[src/rtl/mips_multicycle_control_pkg.sv]
// Shared constants for the multicycle MIPS control path: opcodes, functs,
// ALU control codes and the 4-bit FSM state encoding.
package mips_multicycle_control_pkg;

  localparam logic [5:0] OP_RTYPE = 6'b000000;
  localparam logic [5:0] OP_J     = 6'b000010;
  localparam logic [5:0] OP_BEQ   = 6'b000100;
  localparam logic [5:0] OP_ADDI  = 6'b001000;
  localparam logic [5:0] OP_LW    = 6'b100011;
  localparam logic [5:0] OP_SW    = 6'b101011;

  localparam logic [5:0] FN_ADD = 6'b100000;
  localparam logic [5:0] FN_SUB = 6'b100010;
  localparam logic [5:0] FN_AND = 6'b100100;
  localparam logic [5:0] FN_OR  = 6'b100101;
  localparam logic [5:0] FN_SLT = 6'b101010;
  localparam logic [5:0] FN_NOR = 6'b100111;

  // {invA, invB, op[2:0]}; shift codes are reserved but not yet decoded
  localparam logic [4:0] ALU_AND = 5'b00000;
  localparam logic [4:0] ALU_OR  = 5'b00001;
  localparam logic [4:0] ALU_ADD = 5'b00010;
  localparam logic [4:0] ALU_SLL = 5'b00100;
  localparam logic [4:0] ALU_SRL = 5'b00101;
  localparam logic [4:0] ALU_SUB = 5'b01010;
  localparam logic [4:0] ALU_SLT = 5'b01011;
  localparam logic [4:0] ALU_NOR = 5'b11000;

  typedef enum logic [3:0] {
    S_FETCH  = 4'd0,
    S_DECODE = 4'd1,
    S_MEMADR = 4'd2,
    S_MEMRD  = 4'd3,
    S_MEMWB  = 4'd4,
    S_MEMWR  = 4'd5,
    S_RTEXE  = 4'd6,
    S_RTWB   = 4'd7,
    S_BEQ    = 4'd8,
    S_ADDIEX = 4'd9,
    S_ADDIWB = 4'd10,
    S_JUMP   = 4'd11
  } state_t;

endpackage

[src/rtl/mips_multicycle_control_alu_decode.sv]
// Combinational R-type funct decoder: funct -> ALU control code plus an
// illegal flag for unsupported functs (which decode to AND).
module alu_control_decode
  import mips_multicycle_control_pkg::*;
#(
  parameter int FUNCT_WIDTH = 6,
  parameter int CTRL_WIDTH  = 5
) (
  input  logic [FUNCT_WIDTH-1:0] funct,
  output logic [CTRL_WIDTH-1:0]  ctrl,
  output logic                   illegal
);

  always_comb begin
    ctrl    = ALU_AND;
    illegal = 1'b0;
    case (funct)
      FN_ADD:  ctrl = ALU_ADD;
      FN_SUB:  ctrl = ALU_SUB;
      FN_AND:  ctrl = ALU_AND;
      FN_OR:   ctrl = ALU_OR;
      FN_SLT:  ctrl = ALU_SLT;
      FN_NOR:  ctrl = ALU_NOR;
      default: illegal = 1'b1;
    endcase
  end

endmodule

[src/rtl/mips_multicycle_control.sv]
// Multicycle MIPS control FSM: one state per clock, Moore outputs except the
// beq PC write, which follows the datapath zero flag.
module mips_multicycle_control
  import mips_multicycle_control_pkg::*;
#(
  parameter int OPCODE_WIDTH = 6,
  parameter int FUNCT_WIDTH  = 6,
  parameter int CTRL_WIDTH   = 5
) (
  input  logic                    clock,
  input  logic                    reset,
  input  logic [OPCODE_WIDTH-1:0] opcode,
  input  logic [FUNCT_WIDTH-1:0]  funct,
  input  logic                    aluZero,
  output logic [CTRL_WIDTH-1:0]   aluControl,
  output logic                    aluCarryIn,
  output logic                    aluSrcA,
  output logic [1:0]              aluSrcB,
  output logic                    iorD,
  output logic                    memRead,
  output logic                    memWrite,
  output logic                    irWrite,
  output logic                    regDst,
  output logic                    memToReg,
  output logic                    regWrite,
  output logic                    pcWrite,
  output logic [1:0]              pcSource,
  output logic                    illegalOp,
  output logic [3:0]              state
);

  state_t                state_q, state_d;
  logic [CTRL_WIDTH-1:0] alu_ctrl_q, alu_ctrl_d;
  logic [CTRL_WIDTH-1:0] dec_ctrl;
  logic                  dec_illegal;

  alu_control_decode #(
    .FUNCT_WIDTH (FUNCT_WIDTH),
    .CTRL_WIDTH  (CTRL_WIDTH)
  ) u_alu_dec (
    .funct   (funct),
    .ctrl    (dec_ctrl),
    .illegal (dec_illegal)
  );

  always_ff @(posedge clock) begin
    if (reset) begin
      state_q    <= S_FETCH;
      alu_ctrl_q <= ALU_AND;
    end else begin
      state_q    <= state_d;
      alu_ctrl_q <= alu_ctrl_d;
    end
  end

  assign state      = state_q;
  assign aluCarryIn = 1'b0;

  always_comb begin
    state_d    = state_q;
    alu_ctrl_d = alu_ctrl_q;
    aluControl = ALU_AND;
    aluSrcA    = 1'b0;
    aluSrcB    = 2'd0;
    iorD       = 1'b0;
    memRead    = 1'b0;
    memWrite   = 1'b0;
    irWrite    = 1'b0;
    regDst     = 1'b0;
    memToReg   = 1'b0;
    regWrite   = 1'b0;
    pcWrite    = 1'b0;
    pcSource   = 2'd0;
    illegalOp  = 1'b0;
    case (state_q)
      S_FETCH: begin
        memRead    = 1'b1;
        irWrite    = 1'b1;
        aluSrcB    = 2'd1;
        aluControl = ALU_ADD;
        pcWrite    = 1'b1;
        state_d    = S_DECODE;
      end
      S_DECODE: begin
        aluSrcB    = 2'd3;
        aluControl = ALU_ADD;
        case (opcode)
          OP_LW, OP_SW: state_d = S_MEMADR;
          OP_RTYPE:     state_d = S_RTEXE;
          OP_BEQ:       state_d = S_BEQ;
          OP_ADDI:      state_d = S_ADDIEX;
          OP_J:         state_d = S_JUMP;
          default: begin
            illegalOp = 1'b1;
            state_d   = S_FETCH;
          end
        endcase
      end
      S_MEMADR: begin
        aluSrcA    = 1'b1;
        aluSrcB    = 2'd2;
        aluControl = ALU_ADD;
        if (opcode == OP_LW)      state_d = S_MEMRD;
        else if (opcode == OP_SW) state_d = S_MEMWR;
        else                      state_d = S_FETCH;
      end
      S_MEMRD: begin
        memRead = 1'b1;
        iorD    = 1'b1;
        state_d = S_MEMWB;
      end
      S_MEMWB: begin
        regWrite = 1'b1;
        memToReg = 1'b1;
        state_d  = S_FETCH;
      end
      S_MEMWR: begin
        memWrite = 1'b1;
        iorD     = 1'b1;
        state_d  = S_FETCH;
      end
      S_RTEXE: begin
        aluSrcA = 1'b1;
        if (dec_illegal) begin
          illegalOp = 1'b1;
          state_d   = S_FETCH;
        end else begin
          // Capture the code so RTWB is immune to later IR changes
          aluControl = dec_ctrl;
          alu_ctrl_d = dec_ctrl;
          state_d    = S_RTWB;
        end
      end
      S_RTWB: begin
        aluControl = alu_ctrl_q;
        regWrite   = 1'b1;
        regDst     = 1'b1;
        state_d    = S_FETCH;
      end
      S_BEQ: begin
        aluSrcA    = 1'b1;
        aluControl = ALU_SUB;
        pcSource   = 2'd1;
        pcWrite    = aluZero;
        state_d    = S_FETCH;
      end
      S_ADDIEX: begin
        aluSrcA    = 1'b1;
        aluSrcB    = 2'd2;
        aluControl = ALU_ADD;
        state_d    = S_ADDIWB;
      end
      S_ADDIWB: begin
        regWrite = 1'b1;
        state_d  = S_FETCH;
      end
      S_JUMP: begin
        pcSource = 2'd2;
        pcWrite  = 1'b1;
        state_d  = S_FETCH;
      end
      default: state_d = S_FETCH;
    endcase
  end

endmodule

[config.mk]
export PLATFORM = sky130hd
export DESIGN_NAME = mips_multicycle_control
export DESIGN_NICKNAME = d
export VERILOG_FILES = /design/src/rtl/mips_multicycle_control_pkg.sv /design/src/rtl/mips_multicycle_control_alu_decode.sv /design/src/rtl/mips_multicycle_control.sv
export SDC_FILE = /design/constraint.sdc
export NUM_CORES = 1
export LEC_CHECK = 0
export CAP_MARGIN = 40
export CORE_ASPECT_RATIO = 1.1
export CORE_MARGIN = 2
export CORE_UTILIZATION = 44
export CTS_BUF_LIST = sky130_fd_sc_hd__clkbuf_4 sky130_fd_sc_hd__clkbuf_8
export CTS_CLUSTER_SIZE = 8
export DETAILED_ROUTE_END_ITERATION = 16
export PLACE_DENSITY = 0.87
export SETUP_SLACK_MARGIN = 0.2
export SLEW_MARGIN = 20
export SYNTH_ARGS = -nofsm -noshare
export SYNTH_HDL_FRONTEND = slang
export SYNTH_SLANG_ARGS = --single-unit
[constraint.sdc]
create_clock -name clock -period 2.62 [get_ports clock]
set_clock_uncertainty 0.1 [all_clocks]
set_input_delay 0.524 -clock clock [delete_from_list [all_inputs] [get_ports clock]]
set_output_delay 0.524 -clock clock [all_outputs]
set_load 0.005 [all_outputs]
==> flow_summary.yaml <==
detailed_routing:
  wl_mm: 3.230
  vias_per_cell: 5.942
  first_pass_iters: 4
  vias: 1129
  wl_per_cell_um: 17.00
  ant_nets: 0
  drt_iter0_drc: 28
  drc: 0
global_route:
  gr-usage-all-layers: 0.2859
  antenna_found_initial: 0
  grt_pass1_vias: 1040
  grt_max_degree: 11
  gr-total-overflow: 0
  grt_first_pass_wirelength_mm: 4.498
clock_network:
  clkTransAtPathRegs_ns: 0.07
  cts_tree: "built"
  numCtsBuffers: 3
  holdBufCountCts: 0
  root_buffer: "clkbuf_4"
  cts.sinks: 8
  clock_path_buffers: 2
  clock_latency_ns: 0.25
  htreeDepth: 1
setup_path:
  rr_worst_depth: 8
  worst_ep_required_time_ns: 2.00
  r2r_end: "alu_ctrl_q[1]$_SDFFE_PP0N_"
  start_kind: "register"
  reg2reg_from: "state[3]$_SDFF_PP0_"
  cp_max_fo: 8
  path_class: "reg -> out"
  cp.arrival_ns: 1.80
  ff2ff_setup_slack_ns: 0.70
  end_kind: "output port"
timing:
  hold_ws_ns: 0.3839
  fin_crit_sh: 0.9238
  post-route-min-period_ns: 2.420
  hold_violations: 0
  rsz0062_at_grt: "true"
  drv_slew: 0
  max_freq_ghz: 0.4131
  setup_violations: 0
hold_path:
  hold_depth: 1
  min_to: "alu_ctrl_q[0]$_SDFFE_PP0N_"
  hp-class: "reg -> reg"
  min-delay-start: "alu_ctrl_q[0]$_SDFFE_PP0N_"
floorplan:
  die_area_mm2: 0.002131
  ios: 39
  rows: 15
  die_w_um: 44.20
  fp.dieH_um: 48.22
  core_mm2: 0.001614
  initial_utilization: 0.4845
power_and_ir_drop:
  vdd_drop_max_mv: 0.3792
  powerDensity_mw_per_mm2: 248.2
  p_leak_nw: 0.6788
  p_total_uw: 356.5
synthesis:
  yosys_warnings: 0
  ys_ff_latch: 8
  synth_cell_types: 41
  synth_cells: 110
  synth_area_um2: 782.0
  async_flop_share: 0
  seq_area_frac_synth: 0.2048
  synthFlopType: "dfxtp_1"
  syn_area_per_cell_um2: 7.109
  synth_edf_count: 0
place:
  portBuffers: 36
  gp_congestion: 0.8539
  dpl_cell_area_mm2: 0.001285
  place.detailed.hpwl_mm: 1.999
final_layout:
  mostFrequentLayoutCells: "buf_4, clkdlybuf4s50_1, nand2_1"
  syn_to_final_growth_pct: 83.68
  fin_area_mm2: 0.001436
  antennaDiodeCount: 0
  drive_gt1_frac: 0.3237
  layout_commonest_cell: "buf_4"
  num-nets-final: 190
status:
  status: "completed"
run:
  maxCapViolations: 0
## per-layer routing
metal	routed length, um	track usage	vias to the layer above
met5	0	0	-
met4	102	0.04848	0
met3	191	0.06667	8
met2	1696	0.5676	53
met1	1240	0.3171	540
li1	-	-	528
## stage by stage
stage / setup TNS (ns) / setup slack [ns] / util / instances
2_1_floorplan: 0 / 0.5456 / - / 111
3_3_place_gp: -1.003 / -0.3294 / 0.7961 / 177
3_5_place_dp: -1.143 / -0.3624 / 0.7961 / 177
4_1_cts: 0 / 0.08431 / 0.8574 / 187
5_1_grt: 0 / 0.1591 / 0.8899 / 190
6_report: 0 / 0.1996 / 0.8899 / 190
## area by class of cell
| cell class | instances | area (um2) |
|---|---|---|
| clock buffer | 3 | 22.52 |
| fill | 90 | 177.7 |
| inverter | 1 | 3.754 |
| multi-input combinational | 92 | 626.9 |
| sequential | 8 | 163.9 |
| tap | 17 | 21.27 |
| timing repair buffer | 69 | 598.1 |
## critical path: stages, from the launching register on
cell and delay (ns):
dfxtp_2 0.36, nand2b_4 0.17, buf_4 0.16, nand2b_1 0.16, o31ai_1 0.09, clkdlybuf4s50_1 0.60
## registers in the layout (all words and copies together) (netlist names)
name,count
state,4
alu_ctrl_q,4
## cell usage after synthesis, drive strengths merged (3+ instances only)
| cell type | count | share of area |
|---|---|---|
| a21oi | 6 | 0.038 |
| buf | 6 | 0.050 |
| clkbuf | 4 | 0.021 |
| dfxtp | 8 | 0.20 |
| nand2 | 14 | 0.067 |
| nand2b | 8 | 0.064 |
| nand3 | 3 | 0.019 |
| nor2 | 10 | 0.048 |
| nor3 | 8 | 0.058 |
| o21ai | 5 | 0.032 |
| o2bb2ai | 5 | 0.056 |
| o31ai | 3 | 0.029 |
## where the power goes
| group | leakage (nW) | internal, mW | switching, mW | total [mW] |
|---|---|---|---|---|
| sequential | 0.0660 | 0.124 | 0.00433 | 0.128 |
| combinational | 0.599 | 0.0677 | 0.0556 | 0.123 |
| clock | 0.0138 | 0.0529 | 0.0522 | 0.105 |
## how the worst max path moves through the flow
stage | slack (ns) | cells after the start | end | startpoint
6_report | 0.20 | 5 | aluSrcA | state[0]$_SDFF_PP0_
4_1_cts | 0.08 | 6 | illegalOp | opcode[5]
2_1_floorplan | 0.55 | 5 | illegalOp | opcode[3]
5_1_grt | 0.16 | 6 | illegalOp | opcode[2]
3_5_place_dp | -0.36 | 6 | illegalOp | opcode[3]
3_3_place_gp | -0.33 | 6 | illegalOp | opcode[2]
## timing repair
item / in CTS / in global routing
buffers inserted: 7 / 3
gates cloned: 0 / 0
pin swaps: 5 / 3
endpoints found under the setup margin: 9 / 10
resized for setup: 32 / 18
## cells by family (layout without fill, tap and decap cells)
family | count (synthesis) | in the layout | share of synthesized area
flip-flops | 8 | 8 | 0.2048
XOR/XNOR | 2 | 2 | 0.02240
other | 1 | 2 | 0.004795
multiplexers | 1 | 1 | 0.01440
AO/OA/AOI/OAI | 32 | 32 | 0.3120
AND/OR/NAND/NOR | 55 | 55 | 0.3664
buffers and inverters | 11 | 73 | 0.07518
(Power assumes the default switching activity.)
